===== src/rtl/rv32_instr_encoder.sv =====
// RV32I instruction encoder: turns symbolic op requests into machine words and
// streams them into instruction memory over a backpressured write port.
module rv32_instr_encoder #(
  parameter int unsigned ADDR_W    = 8,
  parameter int unsigned MAX_WORDS = 256
) (
  input  logic              clk,
  input  logic              rst,
  input  logic              clear,
  input  logic              in_valid,
  output logic              in_ready,
  input  logic [4:0]        in_op,
  input  logic [4:0]        in_rd,
  input  logic [4:0]        in_rs1,
  input  logic [4:0]        in_rs2,
  input  logic [31:0]       in_imm,
  output logic              mem_we,
  input  logic              mem_ready,
  output logic [ADDR_W-1:0] mem_addr,
  output logic [31:0]       mem_wdata,
  output logic [ADDR_W:0]   word_count,
  output logic              full,
  output logic              err
);

  localparam int unsigned CW = ADDR_W + 1;

  typedef enum logic [4:0] {
    OP_ADD, OP_SUB, OP_SLL, OP_SLT, OP_SLTU, OP_XOR, OP_SRL, OP_SRA, OP_OR, OP_AND,
    OP_ADDI, OP_SLTI, OP_SLTIU, OP_XORI, OP_ORI, OP_ANDI, OP_SLLI, OP_SRLI, OP_SRAI,
    OP_LW, OP_SW, OP_BEQ, OP_BNE, OP_BLT, OP_BLTU, OP_JAL, OP_JALR, OP_LUI, OP_AUIPC
  } op_e;

  typedef enum logic [2:0] {
    FMT_NONE, FMT_R, FMT_I, FMT_SH, FMT_S, FMT_B, FMT_U, FMT_J
  } fmt_e;

  typedef enum logic [1:0] {IDLE, WRITE, FULL} state_e;

  state_e            state, state_n;
  fmt_e              fmt;
  logic [6:0]        opc;
  logic [2:0]        f3;
  logic [6:0]        f7;
  logic [31:0]       enc_word;
  logic              op_valid;
  logic              in_ready_n, mem_we_n, full_n, err_n;
  logic [ADDR_W-1:0] mem_addr_n;
  logic [31:0]       mem_wdata_n;
  logic [ADDR_W:0]   count_n, count_inc;

  assign op_valid = (in_op <= 5'd28);

  // Per-op format, opcode and function fields.
  always_comb begin
    fmt = FMT_NONE;
    opc = 7'b0000000;
    f3  = 3'b000;
    f7  = 7'b0000000;
    case (op_e'(in_op))
      OP_ADD:   begin fmt = FMT_R;  opc = 7'b0110011; f3 = 3'b000; end
      OP_SUB:   begin fmt = FMT_R;  opc = 7'b0110011; f3 = 3'b000; f7 = 7'b0100000; end
      OP_SLL:   begin fmt = FMT_R;  opc = 7'b0110011; f3 = 3'b001; end
      OP_SLT:   begin fmt = FMT_R;  opc = 7'b0110011; f3 = 3'b010; end
      OP_SLTU:  begin fmt = FMT_R;  opc = 7'b0110011; f3 = 3'b011; end
      OP_XOR:   begin fmt = FMT_R;  opc = 7'b0110011; f3 = 3'b100; end
      OP_SRL:   begin fmt = FMT_R;  opc = 7'b0110011; f3 = 3'b101; end
      OP_SRA:   begin fmt = FMT_R;  opc = 7'b0110011; f3 = 3'b101; f7 = 7'b0100000; end
      OP_OR:    begin fmt = FMT_R;  opc = 7'b0110011; f3 = 3'b110; end
      OP_AND:   begin fmt = FMT_R;  opc = 7'b0110011; f3 = 3'b111; end
      OP_ADDI:  begin fmt = FMT_I;  opc = 7'b0010011; f3 = 3'b000; end
      OP_SLTI:  begin fmt = FMT_I;  opc = 7'b0010011; f3 = 3'b010; end
      OP_SLTIU: begin fmt = FMT_I;  opc = 7'b0010011; f3 = 3'b011; end
      OP_XORI:  begin fmt = FMT_I;  opc = 7'b0010011; f3 = 3'b100; end
      OP_ORI:   begin fmt = FMT_I;  opc = 7'b0010011; f3 = 3'b110; end
      OP_ANDI:  begin fmt = FMT_I;  opc = 7'b0010011; f3 = 3'b111; end
      OP_SLLI:  begin fmt = FMT_SH; opc = 7'b0010011; f3 = 3'b001; end
      OP_SRLI:  begin fmt = FMT_SH; opc = 7'b0010011; f3 = 3'b101; end
      OP_SRAI:  begin fmt = FMT_SH; opc = 7'b0010011; f3 = 3'b101; f7 = 7'b0100000; end
      OP_LW:    begin fmt = FMT_I;  opc = 7'b0000011; f3 = 3'b010; end
      OP_SW:    begin fmt = FMT_S;  opc = 7'b0100011; f3 = 3'b010; end
      OP_BEQ:   begin fmt = FMT_B;  opc = 7'b1100011; f3 = 3'b000; end
      OP_BNE:   begin fmt = FMT_B;  opc = 7'b1100011; f3 = 3'b001; end
      OP_BLT:   begin fmt = FMT_B;  opc = 7'b1100011; f3 = 3'b100; end
      OP_BLTU:  begin fmt = FMT_B;  opc = 7'b1100011; f3 = 3'b110; end
      OP_JAL:   begin fmt = FMT_J;  opc = 7'b1101111; end
      OP_JALR:  begin fmt = FMT_I;  opc = 7'b1100111; f3 = 3'b000; end
      OP_LUI:   begin fmt = FMT_U;  opc = 7'b0110111; end
      OP_AUIPC: begin fmt = FMT_U;  opc = 7'b0010111; end
      default:  fmt = FMT_NONE;
    endcase
  end

  // Field packing; registers a format does not use are simply left out.
  always_comb begin
    enc_word = 32'h0;
    case (fmt)
      FMT_R:   enc_word = {f7, in_rs2, in_rs1, f3, in_rd, opc};
      FMT_I:   enc_word = {in_imm[11:0], in_rs1, f3, in_rd, opc};
      FMT_SH:  enc_word = {f7, in_imm[4:0], in_rs1, f3, in_rd, opc};
      FMT_S:   enc_word = {in_imm[11:5], in_rs2, in_rs1, f3, in_imm[4:0], opc};
      FMT_B:   enc_word = {in_imm[12], in_imm[10:5], in_rs2, in_rs1, f3,
                           in_imm[4:1], in_imm[11], opc};
      FMT_U:   enc_word = {in_imm[31:12], in_rd, opc};
      FMT_J:   enc_word = {in_imm[20], in_imm[10:1], in_imm[11], in_imm[19:12], in_rd, opc};
      default: enc_word = 32'h0;
    endcase
  end

  // Next-state and next-output logic; clear overrides any handshake or write.
  always_comb begin
    state_n     = state;
    in_ready_n  = in_ready;
    mem_we_n    = mem_we;
    mem_addr_n  = mem_addr;
    mem_wdata_n = mem_wdata;
    count_n     = word_count;
    full_n      = full;
    err_n       = err;
    count_inc   = word_count + CW'(1);
    if (clear) begin
      state_n    = IDLE;
      in_ready_n = 1'b1;
      mem_we_n   = 1'b0;
      mem_addr_n = '0;
      count_n    = '0;
      full_n     = 1'b0;
      err_n      = 1'b0;
    end else begin
      case (state)
        IDLE: begin
          in_ready_n = 1'b1;
          if (in_valid && in_ready) begin
            if (op_valid) begin
              state_n     = WRITE;
              in_ready_n  = 1'b0;
              mem_we_n    = 1'b1;
              mem_wdata_n = enc_word;
            end else begin
              err_n = 1'b1;
            end
          end
        end
        WRITE: begin
          if (mem_ready) begin
            mem_we_n   = 1'b0;
            count_n    = count_inc;
            mem_addr_n = count_inc[ADDR_W-1:0];
            if (count_inc == CW'(MAX_WORDS)) begin
              state_n = FULL;
              full_n  = 1'b1;
            end else begin
              state_n    = IDLE;
              in_ready_n = 1'b1;
            end
          end
        end
        FULL: begin
          in_ready_n = 1'b0;
          mem_we_n   = 1'b0;
        end
        default: state_n = IDLE;
      endcase
    end
  end

  always_ff @(posedge clk) begin
    if (rst) begin
      state      <= IDLE;
      in_ready   <= 1'b0;
      mem_we     <= 1'b0;
      mem_addr   <= '0;
      mem_wdata  <= 32'h0;
      word_count <= '0;
      full       <= 1'b0;
      err        <= 1'b0;
    end else begin
      state      <= state_n;
      in_ready   <= in_ready_n;
      mem_we     <= mem_we_n;
      mem_addr   <= mem_addr_n;
      mem_wdata  <= mem_wdata_n;
      word_count <= count_n;
      full       <= full_n;
      err        <= err_n;
    end
  end

endmodule


===== config.mk =====
export PLATFORM = sky130hd
export DESIGN_NAME = rv32_instr_encoder
export DESIGN_NICKNAME = d
export VERILOG_FILES = /design/src/rtl/rv32_instr_encoder.sv
export SDC_FILE = /design/constraint.sdc
export NUM_CORES = 1
export LEC_CHECK = 0
export CAP_MARGIN = 20
export CORE_UTILIZATION = 44
export DETAILED_ROUTE_END_ITERATION = 16
export GPL_TIMING_DRIVEN = 0
export PLACE_DENSITY = 0.8
export SLEW_MARGIN = 20
export SYNTH_ARGS = -nofsm -noshare
export SYNTH_HDL_FRONTEND = slang
export SYNTH_SLANG_ARGS = --single-unit
export TNS_END_PERCENT = 20

===== constraint.sdc =====
create_clock -name clk -period 2 [get_ports clk]
set_input_delay 0.5 -clock clk [delete_from_list [all_inputs] [get_ports clk]]
set_output_delay 0.5 -clock clk [all_outputs]
set_load 0.03 [all_outputs]

### Word-level counts from Yosys, hierarchy flattened

Index checks and enable logic that the tools add are counted.

| storage, ports and cells | value |
|---|---|
| flip-flop bits (word level) | 55 |
| output and inout port bits | 53 |
| logic and storage cells | 103 |

| cells by class | value |
|---|---|
| add/sub/neg operators | 1 |
| $lt $le $gt $ge | 1 |
| equality and inequality tests | 43 |
| multiplexer cells | 20 |
| bitwise operators | 3 |
| reduce and logical (&&, ||, !) cells | 27 |

Operators by type and width:

| operator | number |
|---|---|
| $pmux 32 s7 | 1 |
| $eq 5x5->1 const B | 13 |
| $pmux 7 s9 | 1 |
| $pmux 3 s7 | 2 |
| $eq 5x4->1 const B | 8 |
| $eq 5x3->1 const B | 4 |
| $reduce_or 3->1 | 5 |
| $eq 3x3->1 const B | 4 |
| $reduce_and 4->1 | 3 |
| $reduce_or 4->1 | 3 |
| $eq 5x2->1 const B | 2 |
| $reduce_or 10->1 | 1 |
| $add 9x1->9 const B | 1 |
| $eq 9x9->1 const B | 1 |
| $reduce_and 3->1 | 3 |
| $reduce_or 9->1 | 1 |
| $mux 1 | 8 |
| $mux 2 | 4 |
| $reduce_or 2->1 | 4 |
| $reduce_or 8->1 | 1 |
| $eq 3x2->1 const B | 2 |
| $mux 6 | 1 |
| $ne 2x2->1 const B | 3 |
| $ne 3x3->1 const B | 2 |
| 14 further kinds | 17 |

### Logic depth before layout (Yosys ltp)

Gate-level depths: netlist of run 1.

| depth | value |
|---|---|
| word-level depth | 6 |
| gate-level depth with buffers | 8 |
| gate-level depth less buffers | 7 |

### Worst setup path after synthesis of run 1

No wires, ideal clock.

| timing path | value |
|---|---|
| path type | flip-flop to flip-flop |
| start | register, netlist name mem_addr[0] |
| end | register in_ready |
| arrival time | 1815 ps |
| required time | 1877 ps |
| path slack | 62 ps |
| cell stages (with the launch flop) | 8 |
| cells stage by stage | dfxtp_1 -> ha_1 -> clkbuf_1 -> nand3b_1 -> a2111oi_0 -> a31o_2 -> a31oi_1 -> mux2i_1 |

RTL lines:

| element | RTL line | source |
|---|---|---|
| end signal: assignment | 179 | `in_ready <= in_ready_n;` |
| end: declaration | 11 | `output logic in_ready,` |

### Worst setup path in the final report of run 1

| timing path | value |
|---|---|
| start | input port clear |
| end | register mem_wdata[5] |

| between the ends | value |
|---|---|
| longest elaborated chain between the ends | 2 |

Ends and longest elaborated chain:

| element | RTL line | source |
|---|---|---|
| start: declaration | 9 | `input logic clear,` |
| $not 1->1 (no source line) | - |  |
| $reduce_and 4->1 (no source line) | - |  |
| end signal: assignment | 182 | `mem_wdata <= mem_wdata_n;` |
| end: declaration | 20 | `output logic [31:0] mem_wdata,` |

Every way passes these cells.
A chain may end at the register's enable or synchronous reset.

==> impl_metrics.ini, run 1 <==
[sta]
min_period_over_period_pct = 96.6
hold_viol = 0
slew-limit-headroom_pct = 61.8
rsz0062_at_grt = no
worst_pin_slew_ns = 0.572
max_freq_mhz = 518
finalSetupTns_ns = 0
finalCriticalPeriod_ns = 1.93
finalMaxSlewViolations = 0
fin_skew_ns = 0.00832
setup_viol = 0

[detailed_routing]
drt_iter0_markers = 182
num_vias = 3130
avgViaCountPerCell = 5.80
drc = 0
drtPass1Iterations = 5
wl_mm = 9.01
wire_per_inst_um = 16.7
postRouteAntennaNets = 0

[synth]
synth_warnings = 0
ys_types = 57
synth_area_um2 = 2800
syn_nets = 415
async_reset_ff_share_pct = 0
netlist_instances = 352
synth_flop_cell = dfxtp_1
synth_seq_cells = 46
synth-edff-count = 0
syn_avg_cell_area_um2 = 7.96
seq_area_frac_synth_pct = 32.9

[clock_network]
cts_root_buf = clkbuf_8
cts_buffers = 5
ctsHoldBuffers = 0
cts_tree = done
h-tree-depth = 2
clock-sinks = 46
cts_buffer_depth = 2
cts.reportedPaths.clkPinSlew_ns = 0.09
worstSkewPairLatency_ns = 0.30

[critical_path]
cp-end-kind = flip-flop
worstSetupPathType = in -> reg
start_kind = input port
critPathMaxFanout = 10
worst_ep_arrival_time_ns = 2.16
required_ns = 2.23

[floorplan]
start_util_pct = 46.5
fp.dieArea_um2 = 6690
dieWidth_um = 81.8
rows = 28
core_area_um2 = 6030
die_height_um = 81.8
pin_count = 110

[global_routing]
antenna_found_initial = 0
grt.total_usage_pct = 27.1
grt_pass1_vias = 2885
grt_pass1_wl_mm = 13.9
grt-ovfl-total = 0
grt_max_degree = 14

[place]
place.gp.congestion = 0.865
dpl.cell_count = 532
dpl.hpwl_mm = 6.93
portBuffers = 105

[finish]
final_util_pct = 69.3
nets = 527
diodes = 0
drive_gt1_share_pct = 14.8
area_growth_pct = 49.0
fin_cells = 540

[power]
vdd.ir_drop.worst_uv = 415
power_density_nw_per_um2 = 549
p_leak_nw = 1.61

[hold_path]
hp-class = reg -> reg

[status]
outcome = complete, no violations

[flow_run]
cap_viol_max_count = 0
Yosys cell counts (6+ instances only):
| library cell | n | area share [%] |
|---|---|---|
| a211oi_1 | 26 | 7.0 |
| a221oi_1 | 10 | 3.1 |
| nor3_1 | 11 | 2.0 |
| dfxtp_1 | 46 | 33 |
| clkbuf_1 | 14 | 1.9 |
| ha_1 | 6 | 2.7 |
| a21oi_1 | 15 | 2.7 |
| o22ai_1 | 6 | 1.3 |
| buf_2 | 17 | 3.0 |
| nand3_1 | 9 | 1.6 |
| inv_1 | 6 | 0.80 |
| nand2_1 | 28 | 3.8 |
| nor2_1 | 50 | 6.7 |
| mux2i_1 | 13 | 4.6 |
| xor2_1 | 6 | 1.9 |
| buf_4 | 10 | 2.7 |
| o21ai_0 | 11 | 2.0 |
layer usage:
metal | wire [µm] | share of wire [%] | track usage [%] | vias up
met4 | 202 | 2.2 | 8.07 | 0
met2 | 4340 | 48 | 46.0 | 144
met1 | 3800 | 42 | 34.3 | 1473
met5 | 0 | 0 | 0 | -
met3 | 667 | 7.4 | 5.44 | 18
li1 | - | - | - | 1495
final timing paths:
kind	startpoint	to	slack (ns)	cells after the start
max	clear	mem_wdata[5]$_SDFFE_PP0P_	0.07	7
min	mem_wdata[5]$_SDFFE_PP0P_	mem_wdata[5]$_SDFFE_PP0P_	0.45	2
max reg2reg	state[1]$_SDFFE_PP0P_	mem_wdata[5]$_SDFFE_PP0P_	0.10	8
min reg2reg	mem_wdata[5]$_SDFFE_PP0P_	mem_wdata[5]$_SDFFE_PP0P_	0.45	2
cell type report:
| class | count | area, µm² |
|---|---|---|
| plain buffers | 41 | 243 |
| clock buffers | 7 | 76.3 |
| clock inverters | 1 | 30.0 |
| fillers | 533 | 1850 |
| inverters | 7 | 27.5 |
| multi-input cells | 257 | 1730 |
| flip-flops and latches | 46 | 921 |
| well taps | 75 | 93.8 |
| repair buffers | 106 | 1050 |
state kept, by name (all words and copies together) (netlist names):
name and count:
word_count 2, err 1, in_ready 1, mem_wdata 31, state 2, full 1
mem_we 1, mem_addr 7
report_power, final:
| group | leakage (nW) | internal (mW) | switching [mW] | total [mW] |
|---|---|---|---|---|
| clock | 0.0524 | 0.374 | 0.314 | 0.688 |
| combinational | 1.18 | 0.289 | 0.334 | 0.624 |
| sequential | 0.374 | 0.956 | 0.0245 | 0.980 |
cells by family (layout without fill, tap and decap cells):
group	after synthesis	after routing	share of synthesized area, %
buffers and inverters	49	162	8.93
xor gates and xnor gates	9	9	2.81
and+or+nand+nor	129	129	22.0
DFF	46	46	32.9
muxes	13	13	4.64
adders and majority gates	7	7	3.04
AOI/OAI and AO/OA	99	99	25.7
per-stage QoR:
stage / instance area, µm² / power (mW) / setup slack [ns] / hold slack [ns]
finish: 4170 / 2.29 / 0.0684 / 0.455
global route: 4170 / 2.40 / 0.0190 / 0.485
global placement: 3950 / 1.59 / -0.696 / 0.442
detailed placement: 3950 / 1.59 / -0.746 / 0.446
CTS: 4110 / 2.28 / -0.0106 / 0.456
floorplan: 2800 / 1.32 / 0.0621 / 0.483
placed cells by master (no fill, tap or decap), drive strengths merged, types with 3 or more instances in the layout:
cell and instances:
inv 6, nand4 3, a221oi 10, xor2 6
and2 4, xnor2 3, a21oi 15, dlymetal6s2s 4
o22ai 6, o21ai 13, a31oi 3, nor2b 4
nor3 11, a211oi 26, clkbuf 21, clkdlybuf4s50 95
buf 33, nand2b 3, ha 6, nand3 9
mux2i 13, nand2 28, nor2 51, a222oi 4
dfxtp 46, and3 3
worst max-delay path, cell delays in order:
cell and delay [ns]:
clkdlybuf4s50_1 0.45, and4b_2 0.35, and2_4 0.16, buf_4 0.17, buf_4 0.22, o221ai_1 0.15
a21oi_1 0.15
what timing repair did:
action	in CTS	in global routing
setup endpoints to repair	37	37
gates resized for setup	22	25
buffers inserted	0	0
cloned	0	1
pin swaps	2	3
No activity file was read; power rests on OpenSTA's default activity.
==> inputs of run 2 (changes only) <==
CAP_MARGIN = 30   (was 20)
==> results of run 2 <==
No change in the layout: final DEF, timing and power equal those of run 1.
==> inputs of run 3 (changes only) <==
CTS_CLUSTER_DIAMETER = 50   (was default)
==> results of run 3 <==
No change in the layout: final DEF, timing and power equal those of run 1.
==> edit 1, RTL diff (settings of run 1) <==
Set the parameter `ADDR_W` to 9 (it was 8).
--- a/src/rtl/rv32_instr_encoder.sv
+++ b/src/rtl/rv32_instr_encoder.sv
@@ -3,3 +3,3 @@
 module rv32_instr_encoder #(
-  parameter int unsigned ADDR_W    = 8,
+  parameter int unsigned ADDR_W    = 9,
   parameter int unsigned MAX_WORDS = 256
Ports: changed (resized mem_addr and word_count); port bits go from 110 to 112. No check against the original RTL was run, so the function may have changed too.
==> edit 1 against run 1 <==
The run now ends with setup timing left. Cell area up 6.3%. Routed wire length rose by 3.1%. First-iteration DRC count grew 14%. Global-route usage up 0.84 points. Worst setup slack got worse by 0.095 ns. Hold slack gained 0.0043 ns. Total power decreased by 1.8%. Area after synthesis up 1.4%. Sequential cell count grew 1. Largest cell class unchanged. Largest power group unchanged.
==> edit 1: results (changes against run 1) <==
Status
  • Status: finished with violations
  • Failing checks: setup timing

Timing
  • Worst-Margin Slew: 0.6127 ns (+0.04033 ns)
  • Hold WS: 0.4592 ns (+0.004262 ns)
  • Final WS setup: -0.02621 ns (-0.09466 ns)
  • Final Setup Violations: 1 (+1)

Worst hold path
  • Worst min-delay path startpoint: mem_wdata[6]
  • Worst Hold Path EP: mem_wdata[6]

Placed design
  • GP Congestion: 0.9553 (+10%)
  • I/O Buffers: 110 (+4.8%)
  • HPWL after detailed placement: 6899 um (-0.38%)

Logic synthesis
  • Seq/Total Area, Yosys: 33.13% (+0.26 points)
  • Commonest cells in the synthesized netlist: 50 x nor2_1, 47 x dfxtp_1, 27 x nand2_1, 21 x a21oi_1, 18 x a211oi_1
  • Synth cell types: 62 (+8.8%)
  • Syn_nets: 417 (+0.48%)
  • Synth area leaders: dfxtp_1 33%, nor2_1 6.6%, a211oi_1 4.8%, a21oi_1 3.7%, nand2_1 3.6%

Setup path
  • Reg-to-Reg End: in_ready
  • Flop2flop setup slack: -0.03 ns (-0.13 ns)
  • Top Family by Delay on Critical Path: simple AND/OR/NAND/NOR gates
  • Critical Path AT: 2.23 ns (+0.07 ns)
  • Slowest stage cell, crit path: dfxtp_4
  • Max stage delay on crit path: 0.41 ns (-0.04 ns)
  • R2R cell count: 6 (-2)
  • Crit Path Max Fanout: 7 (-3)

Cells and area
  • Top Registers: mem_wdata: 31 flops, mem_addr: 8 flops
  • Fraction of layout instances using a drive strength above 1: 19.58% (+4.7 points)
  • Layout Cells excl Fill: 550 (+1.9%)
  • Post-layout net count: 537 (+1.9%)

GRT
  • Vias in the first global route: 2,937 (+1.8%)
  • Pin count of the biggest net entering global routing: 18 (+4)

Power
  • Static leakage: 1.711 nW (+6.4%)
  • Worst IR Drop VDD: 0.3158 mV (-24%)

Route
  • Post-DR vias/cell: 5.855 (+1.0%)
## edit 1: kinds of logic after synthesis
family	synth area share [%]
AOI/OAI and AO/OA	25.86
xor gates and xnor gates	3.084
adders and majority gates	2.996
buffers and inverters	8.326
DFF	33.13
muxes	4.097
and+or+nand+nor	22.51
## edit 1: layer usage
metal	up-vias	wire length, um	global-route usage, %
met5	-	0	0
met4	0	175	9.123
met3	18	754	5.385
met2	167	4363	45.45
met1	1507	3989	36.95
li1	1528	-	-
## edit 1: stage by stage
| stage | setup TNS [ns] | instance area [um^2] |
|---|---|---|
| 6_report | -0.02621 | 4438 |
| 5_1_grt | -0.2466 | 4438 |
| 4_1_cts | -0.4167 | 4352 |
| 3_5_place_dp | -24.13 | 4059 |
| 3_3_place_gp | -24.65 | 4059 |
| 2_1_floorplan | 0 | 2864 |
## edit 1: cell type report
cell class	instances	area [um^2]
timing repair buffer	114	1122
clock buffer	5	68.82
clock inverter	3	27.53
inverter	10	37.54
multi-input combinational	260	1847
tap	75	93.84
sequential	47	952.2
buffer	36	289.0
fill	501	1623
## edit 1: worst max-delay path by stage
stage	startpoint	to	slack, ns	depth (start not counted)
6_report	mem_addr[1]	in_ready	-0.03	6
5_1_grt	mem_addr[0]	in_ready	-0.13	6
4_1_cts	in_op[0]	mem_wdata[23]	-0.07	7
3_5_place_dp	in_op[2]	mem_wdata[9]	-0.85	6
3_3_place_gp	in_op[4]	mem_wdata[30]	-0.88	6
2_1_floorplan	mem_addr[1]	in_ready	0.05	6
## edit 1: what timing repair did
action                     in CTS  in global routing
setup endpoints to repair      38                 32
pin swaps                       6                  1
buffers inserted                3                  1
gates resized for setup        57                 26
## edit 1: power by group
part | switching (mW) | internal, mW
registers | 0.0218 | 0.969
logic | 0.332 | 0.301
clock network | 0.367 | 0.260
==> edit 2, RTL diff (config.mk and constraints of run 1) <==
Made on the original files. Take the reset off `mem_addr` and load it in a clocked block of its own.
--- a/src/rtl/rv32_instr_encoder.sv
+++ b/src/rtl/rv32_instr_encoder.sv
@@ -171,3 +171,2 @@
       mem_we     <= 1'b0;
-      mem_addr   <= '0;
       mem_wdata  <= 32'h0;
@@ -180,3 +179,2 @@
       mem_we     <= mem_we_n;
-      mem_addr   <= mem_addr_n;
       mem_wdata  <= mem_wdata_n;
@@ -188,2 +186,6 @@
 
+  always_ff @(posedge clk) begin
+    mem_addr <= mem_addr_n;
+  end
+
 endmodule
Behaviour: differs if rst is asserted again (counterexample within 4 cycles, from zero or initial values and one cycle with rst high); with rst held inactive, the same outputs for 4 cycles.
==> edit 2 against run 1 <==
Count of clock-buffer cells in the layout down 2. Routed wire length up 5.7%. Sequential share of layout area up 1.9 points. Total power up 5.4%. Worst setup slack worse by 0.029 ns. Combinational power up 7.9%. Critical path type unchanged. Cell area up 8.7%. Sequential cell count up 8. Final cell count up 11%. Core utilization down 2.9 points. Area after synthesis up 12%.
==> edit 2: results (changes against run 1) <==
Route
  • Detailed Route Iter0 Violations: 150 (-18%)
  • Via count: 3,299 (+5.4%)
  • DR pass1 iterations: 6 (+1)
  • Avg WL per Cell: 15.87 um (-4.9%)

Setup path
  • Top Family by Delay on Critical Path: compound AO/OA/AOI/OAI gates
  • Slowest stage cell, crit path: o2111ai_2
  • Worst r2r src: state[0]
  • Worst setup path startpoint: in_op[1]
  • Max stage delay on crit path: 0.42 ns (-0.03 ns)
  • Crit path to: state[1]
  • Crit Path Max Fanout: 5 (-5)
  • Reg-to-Reg End: mem_wdata[7]

Status
  • Status: finished clean

Cells and area
  • Fraction of layout instances using a drive strength above 1: 14.68% (-0.16 points)
  • Filler Cell Count: 604 (+13%)
  • Post-layout net count: 567 (+7.6%)
  • Top Registers: mem_wdata: 31 flops, word_count: 9 flops, mem_addr: 8 flops

Clock tree
  • Worst skew pair latency: 0.30 ns (about the same)

Timing
  • Worst-Margin Slew: 0.5928 ns (+0.02047 ns)
  • Clock skew: 0.005651 ns (-0.002666 ns)

Logic synthesis
  • Syn_nets: 445 (+7.2%)
  • Compound-Gate Fraction of Synth Area: 23.91% (-1.8 points)
  • Mux share of post-synthesis cell area: 4.065% (-0.58 points)
  • Area share of fa/ha/maj cells after synthesis: 2.710% (-0.33 points)
  • Commonest cells in the synthesized netlist: 62 x nor2_1, 54 x dfxtp_1, 27 x a21oi_1, 24 x nand2_1, 23 x a211oi_1
  • Synth Area in XOR/XNOR: 4.464% (+1.7 points)
  • Synth area leaders: dfxtp_1 34%, nor2_1 7.4%, a211oi_1 5.5%, a21oi_1 4.3%, nor3_1 3.2%
  • Seq/Total Area, Yosys: 34.44% (+1.6 points)

Power
  • Static leakage: 1.671 nW (+3.9%)
  • Worst IR Drop VDD: 0.3063 mV (-26%)

Placed design
  • GP Congestion: 0.9247 (+6.9%)
  • I/O Buffers: 107 (+1.9%)

GRT
  • GRT Total Usage: 25.69% (-1.4 points)
  • First-pass GRT wire length: 14,920 um (+7.7%)
  • Vias in the first global route: 2,950 (+2.3%)
-- edit 2: changes by cell type after synthesis, sizes merged, moves of 5 or more --
cell,run 1,this run
nor3,11,21
xnor2,3,8
buf,28,21
dfxtp,46,54
inv,6,12
a21oi,15,27
nor2,51,65
-- edit 2: report_power, final --
group	leakage, nW	total (mW)	internal, mW	switching, mW
Sequential	0.440	1.14	1.12	0.0259
Clock	0.0362	0.598	0.240	0.358
Combinational	1.20	0.673	0.310	0.363
-- edit 2: kinds of logic after synthesis --
| family | after synthesis |
|---|---|
| AND/OR/NAND/NOR | 144 |
| AO/OA/AOI/OAI | 104 |
| flip-flops | 54 |
| buffers and inverters | 45 |
| XOR/XNOR | 16 |
| multiplexers | 12 |
| adder cells (fa/ha/maj) | 7 |
-- edit 2: timing repair --
action	in CTS	in global routing
endpoints found under the setup margin	36	23
resized for setup	16	13
setup buffers	5	3
pin swaps	3	2
-- edit 2: final cells by class --
class | instances | area share (%)
Inverter | 12 | 0.9928
Multi-Input combinational cell | 283 | 41.37
Buffer | 33 | 4.495
Clock buffer | 5 | 1.517
Timing Repair Buffer | 115 | 24.71
Clock inverter | 2 | 0.3309
Sequential cell | 54 | 23.94
Tap cell | 96 | 2.648
-- edit 2: how the worst min path moves through the flow --
stage / from / cells after the start / end / slack, ns
6_report: mem_wdata[5] / 2 / mem_wdata[5] / 0.46
5_1_grt: mem_wdata[5] / 2 / mem_wdata[5] / 0.50
4_1_cts: mem_wdata[5] / 2 / mem_wdata[5] / 0.47
3_5_place_dp: mem_wdata[3] / 2 / mem_wdata[3] / 0.45
3_3_place_gp: mem_wdata[3] / 2 / mem_wdata[3] / 0.44
2_1_floorplan: state[0] / 2 / state[0] / 0.52
-- edit 2: worst min-delay path, delay by kind of cell, from the launching register on --
kind,cells,cell delay [ns]
AOI/OAI and AO/OA,1,0.05
DFF,1,0.32
and+or+nand+nor,1,0.05
-- edit 2: stage by stage --
step / util [%] / setup slack (ns) / TNS (ns) / cells
floorplan: - / 0.01960 / 0 / 382
global placement: 63.41 / -0.6704 / -18.01 / 585
detailed placement: 63.41 / -0.6842 / -18.44 / 585
CTS: 65.75 / 0.01483 / 0 / 597
global route: 66.41 / -0.02757 / -0.05286 / 600
finish: 66.41 / 0.03921 / 0 / 600
-- edit 2: layer usage --
layer / GRT usage, % / share of wire [%] / vias to the layer above
met5: 0 / 0 / -
met4: 5.909 / 1.6 / 0
met3: 3.619 / 6.8 / 13
met2: 43.07 / 48 / 138
met1: 35.03 / 44 / 1527
li1: - / - / 1621
